[src/rtl/pcileech_board_pkg.sv]
// Shared types for the PCILeech board-control block: reset FSM states, LED modes
// and the LED mode decoder.
package pcileech_board_pkg;

  typedef enum logic [1:0] {
    ST_HOLD = 2'd0,
    ST_RUN  = 2'd1,
    ST_BTN  = 2'd2
  } rst_state_t;

  typedef enum logic [1:0] {
    LED_OFF = 2'b00,
    LED_ON  = 2'b01,
    LED_SRC = 2'b10,
    LED_INV = 2'b11
  } led_mode_t;

  function automatic logic led_decode(input led_mode_t mode, input logic src);
    case (mode)
      LED_OFF: return 1'b0;
      LED_ON:  return 1'b1;
      LED_SRC: return src;
      default: return ~src;
    endcase
  endfunction

endpackage

[src/rtl/pcileech_board_ctl_if.sv]
// Pad-side bundle of the board-control block: buttons, LEDs, reset/reload
// strobes, debounced button status and the tick counter.
interface pcileech_board_ctl_if #(
  parameter int unsigned NUM_BTN = 2,
  parameter int unsigned NUM_LED = 2
);
  logic [NUM_BTN-1:0]   btn_n;
  logic [NUM_LED-1:0]   led_src;
  logic [2*NUM_LED-1:0] led_mode;
  logic [NUM_LED-1:0]   led_n;
  logic                 sys_rst;
  logic                 cfg_reload;
  logic [NUM_BTN-1:0]   btn_state;
  logic [NUM_BTN-1:0]   btn_press;
  logic [63:0]          tickcount;

  modport master (
    output btn_n, led_src, led_mode,
    input  led_n, sys_rst, cfg_reload, btn_state, btn_press, tickcount
  );

  modport slave (
    input  btn_n, led_src, led_mode,
    output led_n, sys_rst, cfg_reload, btn_state, btn_press, tickcount
  );
endinterface

[src/rtl/pcileech_debounce.sv]
// One button: 2-FF synchroniser, stable-count debounce and press-edge pulse.
// btn_state is 1 while the button is (debounced) pressed.
module pcileech_debounce #(
  parameter int unsigned PARAM_DEBOUNCE_CYC = 1000000
) (
  input  logic clk,
  input  logic rst_n,
  input  logic btn_n,
  output logic btn_state,
  output logic btn_press
);

  localparam int unsigned      CNT_W    = $clog2(PARAM_DEBOUNCE_CYC);
  localparam logic [CNT_W-1:0] CNT_LAST = CNT_W'(PARAM_DEBOUNCE_CYC - 1);

  logic             sync_p0;
  logic             sync_p1;
  logic             pressed;
  logic [CNT_W-1:0] cnt;

  assign pressed = ~sync_p1;

  // stage boundary: synchroniser -> debounce counter / state
  always_ff @(posedge clk) begin
    if (!rst_n) begin
      sync_p0   <= 1'b1;
      sync_p1   <= 1'b1;
      cnt       <= '0;
      btn_state <= 1'b0;
      btn_press <= 1'b0;
    end else begin
      sync_p0   <= btn_n;
      sync_p1   <= sync_p0;
      btn_press <= 1'b0;
      if (pressed == btn_state) begin
        cnt <= '0;
      end else if (cnt == CNT_LAST) begin
        cnt       <= '0;
        btn_state <= pressed;
        btn_press <= pressed;
      end else begin
        cnt <= cnt + CNT_W'(1);
      end
    end
  end

endmodule

[src/rtl/pcileech_board_ctl.sv]
// Board control for PCILeech tops: button debounce, system reset sequencing,
// long-press config reload, 64-bit tick counter and LED drive with power-on blink.
module pcileech_board_ctl
  import pcileech_board_pkg::*;
#(
  parameter int unsigned PARAM_NUM_BTN          = 2,
  parameter int unsigned PARAM_NUM_LED          = 2,
  parameter int unsigned PARAM_DEBOUNCE_CYC     = 1000000,
  parameter int unsigned PARAM_RST_HOLD_CYC     = 64,
  parameter int unsigned PARAM_RELOAD_CYC       = 500000000,
  parameter int unsigned PARAM_RST_BTN          = 1,
  parameter int unsigned PARAM_RELOAD_BTN       = 1,
  parameter int unsigned PARAM_BLINK_BIT        = 24,
  parameter int unsigned PARAM_BLINK_WINDOW_BIT = 27,
  parameter logic [7:0]  PARAM_BLINK_MASK       = 8'b01
) (
  input  logic                 clk,
  input  logic                 rst_n,
  pcileech_board_ctl_if.slave  bus
);

  localparam int unsigned       HOLD_W      = $clog2(PARAM_RST_HOLD_CYC + 1);
  localparam logic [HOLD_W-1:0] HOLD_LAST   = HOLD_W'(PARAM_RST_HOLD_CYC - 1);
  localparam logic [31:0]       RELOAD_LAST = 32'(PARAM_RELOAD_CYC - 1);

  logic [PARAM_NUM_BTN-1:0] btn_state_w;
  logic [PARAM_NUM_BTN-1:0] btn_press_w;
  logic                     rst_btn;
  logic                     rl_btn;

  rst_state_t               state;
  logic [HOLD_W-1:0]        hold_cnt;
  logic                     sys_rst_p0;
  logic                     enter_btn;
  logic [63:0]              tick_p0;

  logic [31:0]              rl_cnt;
  logic                     cfg_reload_p0;

  logic                     blink;
  logic [PARAM_NUM_LED-1:0] led_next;
  logic [PARAM_NUM_LED-1:0] led_n_p0;

  for (genvar i = 0; i < PARAM_NUM_BTN; i++) begin : g_btn
    pcileech_debounce #(
      .PARAM_DEBOUNCE_CYC(PARAM_DEBOUNCE_CYC)
    ) u_debounce (
      .clk       (clk),
      .rst_n     (rst_n),
      .btn_n     (bus.btn_n[i]),
      .btn_state (btn_state_w[i]),
      .btn_press (btn_press_w[i])
    );
  end

  assign rst_btn   = btn_state_w[PARAM_RST_BTN];
  assign rl_btn    = btn_state_w[PARAM_RELOAD_BTN];
  assign enter_btn = (state == ST_RUN) && rst_btn;

  // stage boundary: debounced buttons -> reset FSM
  // The BTN cycle that observes the release is the first hold cycle, so the
  // hold count restarts at 1 and HOLD exits on >= rather than ==.
  always_ff @(posedge clk) begin
    if (!rst_n) begin
      state      <= ST_HOLD;
      hold_cnt   <= '0;
      sys_rst_p0 <= 1'b1;
    end else begin
      case (state)
        ST_HOLD: begin
          sys_rst_p0 <= 1'b1;
          if (hold_cnt >= HOLD_LAST) begin
            state      <= ST_RUN;
            hold_cnt   <= '0;
            sys_rst_p0 <= 1'b0;
          end else begin
            hold_cnt <= hold_cnt + HOLD_W'(1);
          end
        end
        ST_RUN: begin
          hold_cnt   <= '0;
          sys_rst_p0 <= 1'b0;
          if (rst_btn) begin
            state      <= ST_BTN;
            sys_rst_p0 <= 1'b1;
          end
        end
        ST_BTN: begin
          hold_cnt   <= '0;
          sys_rst_p0 <= 1'b1;
          if (!rst_btn) begin
            state    <= ST_HOLD;
            hold_cnt <= HOLD_W'(1);
          end
        end
        default: begin
          state      <= ST_HOLD;
          hold_cnt   <= '0;
          sys_rst_p0 <= 1'b1;
        end
      endcase
    end
  end

  // Cleared on the RUN->BTN edge too, so the counter already reads 0 in the first BTN cycle.
  always_ff @(posedge clk) begin
    if (!rst_n || state == ST_BTN || enter_btn) begin
      tick_p0 <= '0;
    end else begin
      tick_p0 <= tick_p0 + 64'd1;
    end
  end

  // stage boundary: debounced reload button -> saturating hold counter / pulse
  always_ff @(posedge clk) begin
    if (!rst_n) begin
      rl_cnt        <= '0;
      cfg_reload_p0 <= 1'b0;
    end else begin
      if (!rl_btn) begin
        rl_cnt <= '0;
      end else if (rl_cnt != '1) begin
        rl_cnt <= rl_cnt + 32'd1;
      end
      cfg_reload_p0 <= rl_btn && (rl_cnt == RELOAD_LAST);
    end
  end

  assign blink = tick_p0[PARAM_BLINK_BIT] & ~|tick_p0[63:PARAM_BLINK_WINDOW_BIT];

  always_comb begin
    led_next = '1;
    for (int i = 0; i < PARAM_NUM_LED; i++) begin
      led_next[i] = ~(led_decode(led_mode_t'(bus.led_mode[2*i +: 2]), bus.led_src[i])
                      ^ (blink & PARAM_BLINK_MASK[i]));
    end
  end

  // stage boundary: LED decode -> pads
  always_ff @(posedge clk) begin
    if (!rst_n) begin
      led_n_p0 <= '1;
    end else begin
      led_n_p0 <= led_next;
    end
  end

  assign bus.sys_rst    = sys_rst_p0;
  assign bus.cfg_reload = cfg_reload_p0;
  assign bus.btn_state  = btn_state_w;
  assign bus.btn_press  = btn_press_w;
  assign bus.tickcount  = tick_p0;
  assign bus.led_n      = led_n_p0;

endmodule

[src/flat_wrapper.sv]
// flat-port wrapper written by rule: the top's interface ports become plain ports
module pcileech_board_ctl_flat import pcileech_board_pkg::*;
#(
  parameter int unsigned PARAM_NUM_BTN          = 2,
  parameter int unsigned PARAM_NUM_LED          = 2,
  parameter int unsigned PARAM_DEBOUNCE_CYC     = 1000000,
  parameter int unsigned PARAM_RST_HOLD_CYC     = 64,
  parameter int unsigned PARAM_RELOAD_CYC       = 500000000,
  parameter int unsigned PARAM_RST_BTN          = 1,
  parameter int unsigned PARAM_RELOAD_BTN       = 1,
  parameter int unsigned PARAM_BLINK_BIT        = 24,
  parameter int unsigned PARAM_BLINK_WINDOW_BIT = 27,
  parameter logic [7:0]  PARAM_BLINK_MASK       = 8'b01
)
  (clk, rst_n, bus_btn_n, bus_led_src, bus_led_mode, bus_led_n, bus_sys_rst, bus_cfg_reload, bus_btn_state, bus_btn_press, bus_tickcount);
  pcileech_board_ctl_if bus_i ();
  input  logic clk;
  input  logic rst_n;
  input wire logic [$bits(bus_i.btn_n)-1:0] bus_btn_n;
  input wire logic [$bits(bus_i.led_src)-1:0] bus_led_src;
  input wire logic [$bits(bus_i.led_mode)-1:0] bus_led_mode;
  output wire logic [$bits(bus_i.led_n)-1:0] bus_led_n;
  output wire logic [$bits(bus_i.sys_rst)-1:0] bus_sys_rst;
  output wire logic [$bits(bus_i.cfg_reload)-1:0] bus_cfg_reload;
  output wire logic [$bits(bus_i.btn_state)-1:0] bus_btn_state;
  output wire logic [$bits(bus_i.btn_press)-1:0] bus_btn_press;
  output wire logic [$bits(bus_i.tickcount)-1:0] bus_tickcount;
  assign bus_i.btn_n = bus_btn_n;
  assign bus_i.led_src = bus_led_src;
  assign bus_i.led_mode = bus_led_mode;
  assign bus_led_n = bus_i.led_n;
  assign bus_sys_rst = bus_i.sys_rst;
  assign bus_cfg_reload = bus_i.cfg_reload;
  assign bus_btn_state = bus_i.btn_state;
  assign bus_btn_press = bus_i.btn_press;
  assign bus_tickcount = bus_i.tickcount;
  pcileech_board_ctl #(.PARAM_NUM_BTN(PARAM_NUM_BTN), .PARAM_NUM_LED(PARAM_NUM_LED), .PARAM_DEBOUNCE_CYC(PARAM_DEBOUNCE_CYC), .PARAM_RST_HOLD_CYC(PARAM_RST_HOLD_CYC), .PARAM_RELOAD_CYC(PARAM_RELOAD_CYC), .PARAM_RST_BTN(PARAM_RST_BTN), .PARAM_RELOAD_BTN(PARAM_RELOAD_BTN), .PARAM_BLINK_BIT(PARAM_BLINK_BIT), .PARAM_BLINK_WINDOW_BIT(PARAM_BLINK_WINDOW_BIT), .PARAM_BLINK_MASK(PARAM_BLINK_MASK)) u_core (.clk(clk), .rst_n(rst_n), .bus(bus_i));
endmodule
[config.mk]
export PLATFORM = sky130hd
export DESIGN_NAME = pcileech_board_ctl_flat
export DESIGN_NICKNAME = d
export VERILOG_FILES = /design/src/rtl/pcileech_board_pkg.sv /design/src/rtl/pcileech_board_ctl_if.sv /design/src/rtl/pcileech_debounce.sv /design/src/rtl/pcileech_board_ctl.sv /design/src/flat_wrapper.sv
export SDC_FILE = /design/constraint.sdc
export NUM_CORES = 1
export LEC_CHECK = 0
export BUFFER_PORTS_ARGS = -buffer_cell sky130_fd_sc_hd__buf_2
export CORE_MARGIN = 5
export CORE_UTILIZATION = 44
export DETAILED_ROUTE_END_ITERATION = 12
export GPL_TIMING_DRIVEN = 0
export SLEW_MARGIN = 20
export SYNTH_ARGS = -nofsm -noshare
export SYNTH_HDL_FRONTEND = slang
export SYNTH_SLANG_ARGS = --single-unit
[constraint.sdc]
create_clock -name clk -period 2.3 [get_ports clk]
set_input_delay 0 -clock clk [delete_from_list [all_inputs] [get_ports clk]]
set_output_delay 0 -clock clk [all_outputs]
set_load 0.01 [all_outputs]
==> results.json <==
{
  "fin_util_pct": 54.06,
  "clock.fmax_mhz": 452.4,
  "wl_per_cell_um": 14.94,
  "drc_errors": 0,
  "setup_viol": 0,
  "grt_overflow": 0,
  "nFillCells": 1560,
  "synth_compound_area_share_pct": 7.661,
  "boundaryPins": 82,
  "post-dp-hpwl_um": 12880,
  "place_congestion": 0.8835,
  "fin_area_um2": 8870,
  "seq_area_frac_synth_pct": 43.05,
  "rrSetupSlack_ns": 0.09,
  "drive_gt1_share_pct": 17.32,
  "num_antenna_cells": 0,
  "synth_nets": 877,
  "start_kind": "flip-flop",
  "grt_use_total_pct": 18.38,
  "reg2reg_depth": 5,
  "mostFrequentLayoutCells": "dfxtp_1 (157), nor2_1 (130), buf_2 (86)",
  "hp-class": "primary input to flip-flop",
  "fin_skew_ns": 0.01096,
  "hold_path_startpoint": "bus_led_mode[1]",
  "synth.avg_cell_area_um2": 8.470,
  "dp_slack_ns": -0.1771,
  "hold_viol_final": 0,
  "initial_core_util_pct": 44.50,
  "holdPathEnd": "u_core.bus.led_n[0]$_SDFF_PN1_",
  "tightest_slew_ns": 0.8686,
  "dpl_cell_area_um2": 7976,
  "grt_pass1_vias": 5940,
  "synth_cell_types": 53,
  "vias_per_cell": 5.368,
  "min_path_cells": 5,
  "grt_max_degree": 17,
  "endpoint_kind": "flip-flop",
  "cts_root_buf": "clkbuf_16",
  "synth.area.mux_share_pct": 0.6855,
  "via_count": 6511,
  "cp.required_ns": 2.65,
  "crit_fanout": 7,
  "post-route-period-util_pct": 96.11,
  "cts_buffer_depth": 2,
  "r2r-start": "u_core.bus.tickcount[24]$_SDFF_PP0_",
  "clock-sinks": 157,
  "clk_pin_slew_ns": 0.06,
  "drtIter0Drc": 446,
  "die_w_um": 138.8,
  "cts_tree": "done",
  "yosysWarnings": 0,
  "p_leak_uw": 0.003300,
  "die-area_um2": 19270,
  "synth_xor_area_share_pct": 11.76,
  "portBuffers": 80,
  "core-area_um2": 16410,
  "nets": 995,
  "cts-buffers-inserted": 17,
  "slew_headroom_pct": 41.84,
  "ys_ff_latch": 157,
  "areaGrowthSynthToFinish_pct": 21.49,
  "synth_top_family_by_area": "simple AND/OR/NAND/NOR gates",
  "async_reset_ff_share_pct": 0,
  "cts-htree-levels": 4,
  "final_common_cell": "dfxtp_1",
  "slew_violations": 0,
  "antenna_found_initial": 1,
  "routed_wl_um": 18120,
  "power_density_nw_per_um2": 643.4,
  "synth_top_flop_cell": "dfxtp_1",
  "fin_ws_ns": 0.08953,
  "power.total_uw": 5707,
  "maxCapViolCount": 0,
  "path_class": "flip-flop to flip-flop",
  "r2r_end": "u_core.bus.tickcount[41]$_SDFF_PP0_",
  "rows": 47,
  "ant_nets": 0,
  "first_pass_iters": 5,
  "synthCells": 862,
  "status": "complete, no violations",
  "synth-adder-area-share_pct": 0.8569,
  "synth_enable_flop_cells": 0,
  "crit_arrival_ns": 2.56,
  "peakVddDrop_mv": 0.4784,
  "synth_area_um2": 7301,
  "die_y_um": 138.8,
  "insertion_delay_ns": 0.42,
  "synth-simple-area-share_pct": 33.04,
  "fin_crit_ns": 2.210,
  "grt_pass1_wl_um": 29820
}
## metal layers
layer | track usage [%] | wire length, µm | vias to the layer above
li1 | - | - | 3328
met1 | 25.24 | 8662 | 3035
met2 | 28.71 | 8319 | 125
met3 | 5.138 | 871 | 21
met4 | 4.686 | 246 | 2
met5 | 0 | 20 | -
## Yosys cell counts (all sizes together), types with 12 or more instances
cell type,count,share of area (%)
nor3,17,1.2
clkbuf,21,1.1
nand2,70,3.6
nand3,51,3.6
nand4,60,5.6
o21ai,20,1.4
xnor2,51,6.1
a21oi,34,2.3
xor2,47,5.6
and4,13,1.6
a31oi,12,1.0
dfxtp,157,43
buf,12,0.94
nor4,29,3.0
and3,26,2.2
inv,17,0.87
or3,21,1.8
nor2,133,6.9
## worst max-delay path: stages (launching register included)
cell and delay (ns):
dfxtp_1 0.43, nand4_1 0.40, nor3_4 0.42, nand3_1 0.23
or4_1 0.51, a21oi_1 0.14
## stage by stage
| stage | cells | TNS, ns | hold WS (ns) |
|---|---|---|---|
| 5_1_grt | 1213 | -0.1266 | 0.07261 |
| 3_5_place_dp | 1162 | -1.627 | 0.1888 |
| 6_report | 1213 | 0 | 0.04567 |
| 4_1_cts | 1205 | 0 | 0.05078 |
| 2_1_floorplan | 862 | 0 | 0.1015 |
| 3_3_place_gp | 1162 | -1.312 | 0.1816 |
## layout make-up
class                   count  area (µm²)  area share, %
clock buffers              21       480.5          5.417
plain buffers              31       143.9          1.622
clock inverters            11       132.6          1.495
flip-flops and latches    157        3143          35.44
inverters                  17       63.81         0.7194
multi-input cells         655        4055          45.72
repair buffers            101       575.6          6.489
well taps                 220       275.3          3.103
## report_power, final
part / total, µW / switching (µW) / internal (µW)
registers: 2750 / 13.9 / 2740
clock network: 2860 / 1130 / 1730
logic: 98.0 / 58.9 / 39.1
total: 5710 / 1210 / 4500
## worst max-delay path by stage
stage                                             start                             endpoint  slack (ns)  depth (start not counted)
finish              u_core.bus.tickcount[24]$_SDFF_PP0_  u_core.bus.tickcount[41]$_SDFF_PP0_        0.09                          5
global route        u_core.bus.tickcount[24]$_SDFF_PP0_  u_core.bus.tickcount[62]$_SDFF_PP0_       -0.05                          5
CTS                  u_core.bus.tickcount[4]$_SDFF_PP0_  u_core.bus.tickcount[55]$_SDFF_PP0_        0.02                          5
detailed placement   u_core.bus.tickcount[2]$_SDFF_PP0_  u_core.bus.tickcount[41]$_SDFF_PP0_       -0.18                          5
global placement     u_core.bus.tickcount[2]$_SDFF_PP0_  u_core.bus.tickcount[41]$_SDFF_PP0_       -0.15                          5
floorplan                 u_core.rl_cnt[0]$_SDFFE_PN0P_       u_core.rl_cnt[27]$_SDFFE_PN0P_        0.23                          8
## kinds of logic after synthesis
group	after synthesis
AND/OR/NAND/NOR	455
multiplexers	5
flip-flops	157
other	1
XOR/XNOR	98
adder cells (fa/ha/maj)	5
AO/OA/AOI/OAI	91
buffers and inverters	50
## registers in the layout, indices dropped and copies added, names as in the netlist, 2 cells and up
name and flops:
u_core.bus.led_n 2, u_core.state 2, u_core.g_btn.u_debounce.btn_press 2, u_core.bus.tickcount 64, u_core.g_btn.u_debounce.cnt 40, u_core.rl_cnt 32, u_core.g_btn.u_debounce.btn_state 2, u_core.hold_cnt 7
u_core.g_btn.u_debounce.sync_p0 2, u_core.g_btn.u_debounce.sync_p1 2
## timing repair
item                                    in CTS  in global routing
hold buffers                                 7                  0
gates resized for setup                      7                 20
pin swaps                                    3                  5
endpoints found under the hold margin        5                  0
setup buffers                                4                 10
endpoints found under the setup margin      22                 42
No activity file was read; power rests on OpenSTA's default activity.
